### src/rtl/axi_lite_ram_pkg.sv
// Shared response codes and FSM state types for the AXI4-Lite RAM controller.
package axi_lite_ram_pkg;

    localparam logic [1:0] RESP_OKAY   = 2'b00;
    localparam logic [1:0] RESP_SLVERR = 2'b10;

    typedef enum logic [1:0] {
        W_IDLE   = 2'd0,
        W_COMMIT = 2'd1,
        W_RESP   = 2'd2
    } w_state_e;

    typedef enum logic [1:0] {
        R_IDLE = 2'd0,
        R_READ = 2'd1,
        R_RESP = 2'd2
    } r_state_e;

endpackage

### src/rtl/axi_lite_ram_ctrl_if.sv
// AXI4-Lite slave-side bus bundle; the controller uses the slave modport.
interface axi_lite_ram_ctrl_if #(
    parameter int AXI_ADDR_W       = 32,
    parameter int DATA_WIDTH_BYTES = 4
);
    logic [AXI_ADDR_W-1:0]         s_awaddr;
    logic                          s_awvalid;
    logic                          s_awready;
    logic [8*DATA_WIDTH_BYTES-1:0] s_wdata;
    logic [DATA_WIDTH_BYTES-1:0]   s_wstrb;
    logic                          s_wvalid;
    logic                          s_wready;
    logic [1:0]                    s_bresp;
    logic                          s_bvalid;
    logic                          s_bready;
    logic [AXI_ADDR_W-1:0]         s_araddr;
    logic                          s_arvalid;
    logic                          s_arready;
    logic [8*DATA_WIDTH_BYTES-1:0] s_rdata;
    logic [1:0]                    s_rresp;
    logic                          s_rvalid;
    logic                          s_rready;

    modport master (
        output s_awaddr, s_awvalid, s_wdata, s_wstrb, s_wvalid, s_bready,
               s_araddr, s_arvalid, s_rready,
        input  s_awready, s_wready, s_bresp, s_bvalid,
               s_arready, s_rdata, s_rresp, s_rvalid
    );

    modport slave (
        input  s_awaddr, s_awvalid, s_wdata, s_wstrb, s_wvalid, s_bready,
               s_araddr, s_arvalid, s_rready,
        output s_awready, s_wready, s_bresp, s_bvalid,
               s_arready, s_rdata, s_rresp, s_rvalid
    );
endinterface

### src/rtl/axi_lite_slot_decode.sv
// Byte address to RAM slot index, flagging addresses that fall outside the RAM.
module axi_lite_slot_decode
    import axi_lite_ram_pkg::*;
#(
    parameter int NUM_SLOTS        = 6,
    parameter int DATA_WIDTH_BYTES = 4,
    parameter int AXI_ADDR_W       = 32,
    parameter int SLOT_W           = $clog2(NUM_SLOTS),
    parameter int LSB_W            = $clog2(DATA_WIDTH_BYTES)
) (
    input  logic [AXI_ADDR_W-1:0] addr,
    output logic [SLOT_W-1:0]     slot,
    output logic                  in_range
);
    // Byte-offset bits are deliberately ignored: misaligned accesses act aligned.
    logic unused_lsb;
    assign unused_lsb = ^addr[LSB_W-1:0];

    always_comb begin
        slot     = addr[LSB_W +: SLOT_W];
        in_range = (addr[AXI_ADDR_W-1:LSB_W+SLOT_W] == '0) && (32'(slot) < NUM_SLOTS);
    end
endmodule

### src/rtl/axi_lite_ram_ctrl.sv
// AXI4-Lite slave sequencing a byte-strobed RAM with concurrent read/write FSMs.
module axi_lite_ram_ctrl
    import axi_lite_ram_pkg::*;
#(
    parameter int NUM_SLOTS        = 6,
    parameter int DATA_WIDTH_BYTES = 4,
    parameter int AXI_ADDR_W       = 32,
    parameter int SLOT_W           = $clog2(NUM_SLOTS),
    parameter int LSB_W            = $clog2(DATA_WIDTH_BYTES)
) (
    input  logic                          clk,
    input  logic                          rst_n,
    axi_lite_ram_ctrl_if.slave            bus,
    output logic                          ram_w_en,
    output logic [SLOT_W-1:0]             ram_w_addr,
    output logic [8*DATA_WIDTH_BYTES-1:0] ram_w_data,
    output logic [DATA_WIDTH_BYTES-1:0]   ram_w_strb,
    output logic                          ram_r_en,
    output logic [SLOT_W-1:0]             ram_r_addr,
    input  logic [8*DATA_WIDTH_BYTES-1:0] ram_r_data
);
    localparam int DATA_W = 8 * DATA_WIDTH_BYTES;

    w_state_e                    w_state;
    logic                        aw_held, w_held;
    logic [AXI_ADDR_W-1:0]       awaddr_q;
    logic [DATA_W-1:0]           wdata_q;
    logic [DATA_WIDTH_BYTES-1:0] wstrb_q;
    logic                        awready_q, wready_q, bvalid_q;
    logic [1:0]                  bresp_q;
    logic [SLOT_W-1:0]           w_slot;
    logic                        w_in_range;
    logic                        aw_hs, w_hs;

    r_state_e                    r_state;
    logic [AXI_ADDR_W-1:0]       araddr_q;
    logic                        arready_q, rvalid_q;
    logic [DATA_W-1:0]           rdata_q;
    logic [1:0]                  rresp_q;
    logic [SLOT_W-1:0]           r_slot;
    logic                        r_in_range;
    logic                        ar_hs, hazard;

    axi_lite_slot_decode #(
        .NUM_SLOTS(NUM_SLOTS), .DATA_WIDTH_BYTES(DATA_WIDTH_BYTES), .AXI_ADDR_W(AXI_ADDR_W),
        .SLOT_W(SLOT_W), .LSB_W(LSB_W)
    ) u_aw_decode (.addr(awaddr_q), .slot(w_slot), .in_range(w_in_range));

    axi_lite_slot_decode #(
        .NUM_SLOTS(NUM_SLOTS), .DATA_WIDTH_BYTES(DATA_WIDTH_BYTES), .AXI_ADDR_W(AXI_ADDR_W),
        .SLOT_W(SLOT_W), .LSB_W(LSB_W)
    ) u_ar_decode (.addr(araddr_q), .slot(r_slot), .in_range(r_in_range));

    assign aw_hs = bus.s_awvalid && awready_q;
    assign w_hs  = bus.s_wvalid && wready_q;
    assign ar_hs = bus.s_arvalid && arready_q;

    always_ff @(posedge clk or negedge rst_n) begin
        if (!rst_n) begin
            w_state   <= W_IDLE;
            aw_held   <= 1'b0;
            w_held    <= 1'b0;
            awaddr_q  <= '0;
            wdata_q   <= '0;
            wstrb_q   <= '0;
            awready_q <= 1'b0;
            wready_q  <= 1'b0;
            bvalid_q  <= 1'b0;
            bresp_q   <= '0;
        end else begin
            case (w_state)
                W_IDLE: begin
                    if (aw_hs) begin
                        awaddr_q <= bus.s_awaddr;
                        aw_held  <= 1'b1;
                    end
                    if (w_hs) begin
                        wdata_q <= bus.s_wdata;
                        wstrb_q <= bus.s_wstrb;
                        w_held  <= 1'b1;
                    end
                    awready_q <= !aw_held && !aw_hs;
                    wready_q  <= !w_held && !w_hs;
                    if ((aw_held || aw_hs) && (w_held || w_hs))
                        w_state <= W_COMMIT;
                end
                W_COMMIT: begin
                    bresp_q  <= w_in_range ? RESP_OKAY : RESP_SLVERR;
                    bvalid_q <= 1'b1;
                    w_state  <= W_RESP;
                end
                W_RESP: begin
                    if (bus.s_bready) begin
                        bvalid_q  <= 1'b0;
                        aw_held   <= 1'b0;
                        w_held    <= 1'b0;
                        awready_q <= 1'b1;
                        wready_q  <= 1'b1;
                        w_state   <= W_IDLE;
                    end
                end
                default: w_state <= W_IDLE;
            endcase
        end
    end

    assign ram_w_en   = (w_state == W_COMMIT) && w_in_range;
    assign ram_w_addr = w_slot;
    assign ram_w_data = wdata_q;
    assign ram_w_strb = wstrb_q;

    // RAM reads are combinational, so a same-slot commit this cycle would be missed.
    assign hazard = ram_w_en && (w_slot == r_slot);

    always_ff @(posedge clk or negedge rst_n) begin
        if (!rst_n) begin
            r_state   <= R_IDLE;
            araddr_q  <= '0;
            arready_q <= 1'b0;
            rvalid_q  <= 1'b0;
            rdata_q   <= '0;
            rresp_q   <= '0;
        end else begin
            case (r_state)
                R_IDLE: begin
                    arready_q <= !ar_hs;
                    if (ar_hs) begin
                        araddr_q <= bus.s_araddr;
                        r_state  <= R_READ;
                    end
                end
                R_READ: begin
                    if (!hazard) begin
                        rdata_q  <= r_in_range ? ram_r_data : '0;
                        rresp_q  <= r_in_range ? RESP_OKAY : RESP_SLVERR;
                        rvalid_q <= 1'b1;
                        r_state  <= R_RESP;
                    end
                end
                R_RESP: begin
                    if (bus.s_rready) begin
                        rvalid_q  <= 1'b0;
                        arready_q <= 1'b1;
                        r_state   <= R_IDLE;
                    end
                end
                default: r_state <= R_IDLE;
            endcase
        end
    end

    assign ram_r_en   = (r_state == R_READ);
    assign ram_r_addr = r_slot;

    assign bus.s_awready = awready_q;
    assign bus.s_wready  = wready_q;
    assign bus.s_bvalid  = bvalid_q;
    assign bus.s_bresp   = bresp_q;
    assign bus.s_arready = arready_q;
    assign bus.s_rvalid  = rvalid_q;
    assign bus.s_rdata   = rdata_q;
    assign bus.s_rresp   = rresp_q;
endmodule
### src/flat_wrapper.sv
// flat-port wrapper written by rule: the top's interface ports become plain ports
module axi_lite_ram_ctrl_flat import axi_lite_ram_pkg::*;
#(
    parameter int NUM_SLOTS        = 6,
    parameter int DATA_WIDTH_BYTES = 4,
    parameter int AXI_ADDR_W       = 32,
    parameter int SLOT_W           = $clog2(NUM_SLOTS),
    parameter int LSB_W            = $clog2(DATA_WIDTH_BYTES)
)
  (clk, rst_n, ram_w_en, ram_w_addr, ram_w_data, ram_w_strb, ram_r_en, ram_r_addr, ram_r_data, bus_s_awaddr, bus_s_awvalid, bus_s_wdata, bus_s_wstrb, bus_s_wvalid, bus_s_bready, bus_s_araddr, bus_s_arvalid, bus_s_rready, bus_s_awready, bus_s_wready, bus_s_bresp, bus_s_bvalid, bus_s_arready, bus_s_rdata, bus_s_rresp, bus_s_rvalid);
  axi_lite_ram_ctrl_if #(.AXI_ADDR_W(AXI_ADDR_W), .DATA_WIDTH_BYTES(DATA_WIDTH_BYTES)) bus_i ();
  input  logic clk;
  input  logic rst_n;
  output logic ram_w_en;
  output logic [SLOT_W-1:0] ram_w_addr;
  output logic [8*DATA_WIDTH_BYTES-1:0] ram_w_data;
  output logic [DATA_WIDTH_BYTES-1:0] ram_w_strb;
  output logic ram_r_en;
  output logic [SLOT_W-1:0] ram_r_addr;
  input  logic [8*DATA_WIDTH_BYTES-1:0] ram_r_data;
  input wire logic [$bits(bus_i.s_awaddr)-1:0] bus_s_awaddr;
  input wire logic [$bits(bus_i.s_awvalid)-1:0] bus_s_awvalid;
  input wire logic [$bits(bus_i.s_wdata)-1:0] bus_s_wdata;
  input wire logic [$bits(bus_i.s_wstrb)-1:0] bus_s_wstrb;
  input wire logic [$bits(bus_i.s_wvalid)-1:0] bus_s_wvalid;
  input wire logic [$bits(bus_i.s_bready)-1:0] bus_s_bready;
  input wire logic [$bits(bus_i.s_araddr)-1:0] bus_s_araddr;
  input wire logic [$bits(bus_i.s_arvalid)-1:0] bus_s_arvalid;
  input wire logic [$bits(bus_i.s_rready)-1:0] bus_s_rready;
  output wire logic [$bits(bus_i.s_awready)-1:0] bus_s_awready;
  output wire logic [$bits(bus_i.s_wready)-1:0] bus_s_wready;
  output wire logic [$bits(bus_i.s_bresp)-1:0] bus_s_bresp;
  output wire logic [$bits(bus_i.s_bvalid)-1:0] bus_s_bvalid;
  output wire logic [$bits(bus_i.s_arready)-1:0] bus_s_arready;
  output wire logic [$bits(bus_i.s_rdata)-1:0] bus_s_rdata;
  output wire logic [$bits(bus_i.s_rresp)-1:0] bus_s_rresp;
  output wire logic [$bits(bus_i.s_rvalid)-1:0] bus_s_rvalid;
  assign bus_i.s_awaddr = bus_s_awaddr;
  assign bus_i.s_awvalid = bus_s_awvalid;
  assign bus_i.s_wdata = bus_s_wdata;
  assign bus_i.s_wstrb = bus_s_wstrb;
  assign bus_i.s_wvalid = bus_s_wvalid;
  assign bus_i.s_bready = bus_s_bready;
  assign bus_i.s_araddr = bus_s_araddr;
  assign bus_i.s_arvalid = bus_s_arvalid;
  assign bus_i.s_rready = bus_s_rready;
  assign bus_s_awready = bus_i.s_awready;
  assign bus_s_wready = bus_i.s_wready;
  assign bus_s_bresp = bus_i.s_bresp;
  assign bus_s_bvalid = bus_i.s_bvalid;
  assign bus_s_arready = bus_i.s_arready;
  assign bus_s_rdata = bus_i.s_rdata;
  assign bus_s_rresp = bus_i.s_rresp;
  assign bus_s_rvalid = bus_i.s_rvalid;
  axi_lite_ram_ctrl #(.NUM_SLOTS(NUM_SLOTS), .DATA_WIDTH_BYTES(DATA_WIDTH_BYTES), .AXI_ADDR_W(AXI_ADDR_W), .SLOT_W(SLOT_W), .LSB_W(LSB_W)) u_core (.clk(clk), .rst_n(rst_n), .bus(bus_i), .ram_w_en(ram_w_en), .ram_w_addr(ram_w_addr), .ram_w_data(ram_w_data), .ram_w_strb(ram_w_strb), .ram_r_en(ram_r_en), .ram_r_addr(ram_r_addr), .ram_r_data(ram_r_data));
endmodule
### config.mk
export PLATFORM = sky130hd
export DESIGN_NAME = axi_lite_ram_ctrl_flat
export DESIGN_NICKNAME = d
export VERILOG_FILES = /design/src/rtl/axi_lite_ram_pkg.sv /design/src/rtl/axi_lite_ram_ctrl_if.sv /design/src/rtl/axi_lite_slot_decode.sv /design/src/rtl/axi_lite_ram_ctrl.sv /design/src/flat_wrapper.sv
export SDC_FILE = /design/constraint.sdc
export NUM_CORES = 1
export LEC_CHECK = 0
export CAP_MARGIN = 20
export CORE_AREA = 2 2 120 122
export DETAILED_ROUTE_END_ITERATION = 10
export DIE_AREA = 0 0 122 124
export MAX_ROUTING_LAYER = met4
export PLACE_DENSITY = 0.76
export SYNTH_ARGS = -nofsm -noshare
export SYNTH_HDL_FRONTEND = slang
export SYNTH_SLANG_ARGS = --single-unit
### constraint.sdc
create_clock -name clk -period 2.1 [get_ports clk]
set_input_delay 0.315 -clock clk [delete_from_list [all_inputs] [get_ports clk]]
set_output_delay 0.315 -clock clk [all_outputs]
set_load 0.05 [all_outputs]
==> flow_summary.toml <==
[floorplan]
die_area_sq_um = 15100
pin_count = 224
die_x_um = 122
initial_core_util = 0.436
dieHeight_um = 124
rows = 43
coreArea_sq_um = 13700

[synth]
netlist_area_sq_um = 5980
postSynthCellCount = 431
synth_warnings = 0
synth-seq-cells = 141
synth_top_family_by_area = "multiplexers"
synth_xor_area_frac = 0.00439
synth_adder_area_share = 0
yosys.area_share.simple = 0.0672
synth-compound-area-share = 0.101
synth.avg_cell_area_sq_um = 13.9
synthMuxAreaShare = 0.181
synth-seq-area-share = 0.590
ys_types = 34

[detailed_routing]
remaining_drc_errors = 0
vias = 4178
ant_nets = 0
vias_per_cell = 4.96
first_iter_violations = 204
wl_um = 14000
drt-pass1-iter-count = 4
avgRoutedWirePerCell_um = 16.6

[clock_tree]
clock-sinks = 141
htree_levels = 4
cts_tree = "built"
clk_pin_slew_worst_paths_ns = 0.06
cts_buffer_depth = 2
insertion_delay_ns = 0.41
cts_buffers = 17
root_buffer = "clkbuf_16"
postCtsSetupBuffers = 0

[timing]
rsz0062_at_grt = "true"
tightest_slew_ns = 0.561
finalSetupViolCount = 1
min_period_ns = 2.14
fin_skew_ns = 0.00715
slew_headroom = 0.625
fmax_mhz = 467
finalCritPeriodShare = 1.02
layout_setup_ws_ns = -0.0413
slew_viol_final = 0
finalSetupTns_ns = -0.0413
finalHoldViolations = 0

[global_route]
overflow = 0
track_usage = 0.196
antenna_found_initial = 0
grt_max_degree = 56
grt_pass1_wl_um = 22000
grt_pass1_vias = 4410

[placed_design]
dpl_cell_area_sq_um = 8410
port_buffers = 217
post-dp-hpwl_um = 10100
dp_slack_ns = 0.180
gp_congestion = 0.779

[finish]
fillers = 1042
mostFrequentLayoutCell = "clkdlybuf4s50_1"
diodes = 0
drive_above_1_share = 0.279
nNetsFinal = 790
design_area_sq_um = 9060
post-route-util = 0.660
syn2layout_area_growth_pct = 51.4
layout_common_cells = "clkdlybuf4s50_1, dfrtp_1, mux2_2"

[worst_setup_path]
crit_required_ns = 1.78
criticalPathCategory = "register to primary output"
endpoint_kind = "primary output"
cp.arrival_ns = 1.83
cp_max_fo = 2
start_kind = "register"

[power_and_ir_drop]
power_leakage_nw = 3.65
cellPowerDensity_nw_per_um2 = 1430
peakVddDrop_mv = 0.952

[run_status]
status = "finished with violations"
violations = "negative setup slack"

[job]
maxCapViolCount = 0

[worst_hold_path]
worstHoldPathType = "primary input to async pin"
metrics by stage:
step	hold WS (ns)	std cells	total power, mW
after detailed placement	0.311	811	9.88
after global routing	0.459	843	13.6
after CTS	0.435	843	13.0
after floorplan	0.0194	432	8.10
final	0.439	843	12.9
after global placement	0.304	811	9.71
critical path, cell delays in order (launching register included):
cell,delay [ns]
dfrtp_1,0.41
nor4_4,0.31
nand4_2,0.17
buf_6,0.17
nor3_4,0.19
buf_12,0.17
cell families (layout without fill, tap and decap cells):
logic type,Yosys count,count (layout)
AO/OA/AOI/OAI,48,48
XOR/XNOR,3,3
flip-flops,141,141
multiplexers,96,96
other,1,2
AND/OR/NAND/NOR,74,74
buffers and inverters,68,299
flip-flops by register name, indices dropped and copies added (netlist names):
signal / cells
u_core.bus.s_awready: 1
u_core.aw_held: 1
u_core.bus.s_arready: 1
u_core.bus.s_bresp: 1
u_core.bus.s_rvalid: 1
u_core.bus.s_rdata: 32
u_core.araddr_q: 30
u_core.bus.s_wready: 1
u_core.w_held: 1
u_core.bus.s_bvalid: 1
u_core.r_state: 2
u_core.awaddr_q: 30
u_core.bus.s_rresp: 1
u_core.w_state: 2
u_core.ram_w_strb: 4
u_core.ram_w_data: 32
path summary, 6_finish.rpt:
| path | startpoint | end | slack [ns] | cells after the start |
|---|---|---|---|---|
| worst max register to register | u_core.awaddr_q[9] | u_core.bus.s_rdata[31] | 0.18 | 5 |
| worst min register to register | u_core.aw_held | u_core.aw_held | 0.49 | 1 |
| max in group asynchronous | rst_n | u_core.awaddr_q[10] | 0.99 | 3 |
| min in group clk | ram_r_data[19] | u_core.bus.s_rdata[19] | 0.47 | 3 |
| worst max-delay path | u_core.awaddr_q[31] | ram_w_en | -0.04 | 5 |
| worst min-delay path | rst_n | u_core.bus.s_rdata[10] | 0.44 | 2 |
where the power goes:
part	internal, mW	switching [mW]	total (mW)
sequential	3.79	0.660	4.45
clock	2.00	1.08	3.08
combinational	2.40	2.98	5.38
total	8.19	4.72	12.9
final cells by class:
cell class	count	area [sq um]	share of cell area
clock buffers	19	443	0.0489
clock inverters	12	170	0.0188
inverters	36	135	0.0149
multi-input cells	223	2150	0.238
flip-flops and latches	141	3530	0.390
well taps	180	225	0.0249
repair buffers	232	2400	0.265
synth_stat cells:
library cell,n,area [sq um]
dfrtp_1,141,3530
mux2_2,96,1080
nand2_1,38,143
inv_1,36,135
o32ai_2,28,455
buf_4,11,82.6
buf_2,9,45.0
clkbuf_1,8,30.0
nor4_1,8,50.1
a21oi_1,6,30.0
nor2_1,6,22.5
buf_6,4,45.0
nor3_1,4,20.0
nor4_2,4,50.1
o32ai_1,4,35.0
a21o_1,3,22.5
xnor2_1,3,26.3
and3_1,2,12.5
and4_1,2,17.5
nand2b_1,2,12.5
nand3_1,2,10.0
o21bai_1,2,15.0
a31oi_1,1,6.26
and2b_1,1,7.51
conb_1,1,3.75
nand3_2,1,10.0
nand4_2,1,12.5
nor4_4,1,21.3
o21a_1,1,7.51
o22a_1,1,8.76
o32a_1,1,10.0
o41a_1,1,11.3
or2_1,1,6.26
or2_2,1,6.26
metal layers:
layer	vias to the layer above	track usage	share of wire
li1	1950	-	-
met1	2063	0.234	0.41
met2	147	0.322	0.51
met3	18	0.0495	0.059
met4	0	0.0747	0.018
met5	-	-	0
what timing repair did:
item,4_1_cts,5_1_grt
cloned,0,0
setup endpoints to repair,1,1
pin swaps,1,0
endpoints found under the hold margin,52,0
hold buffers,1,0
resized for setup,3,1
(Power assumes the default switching activity.)
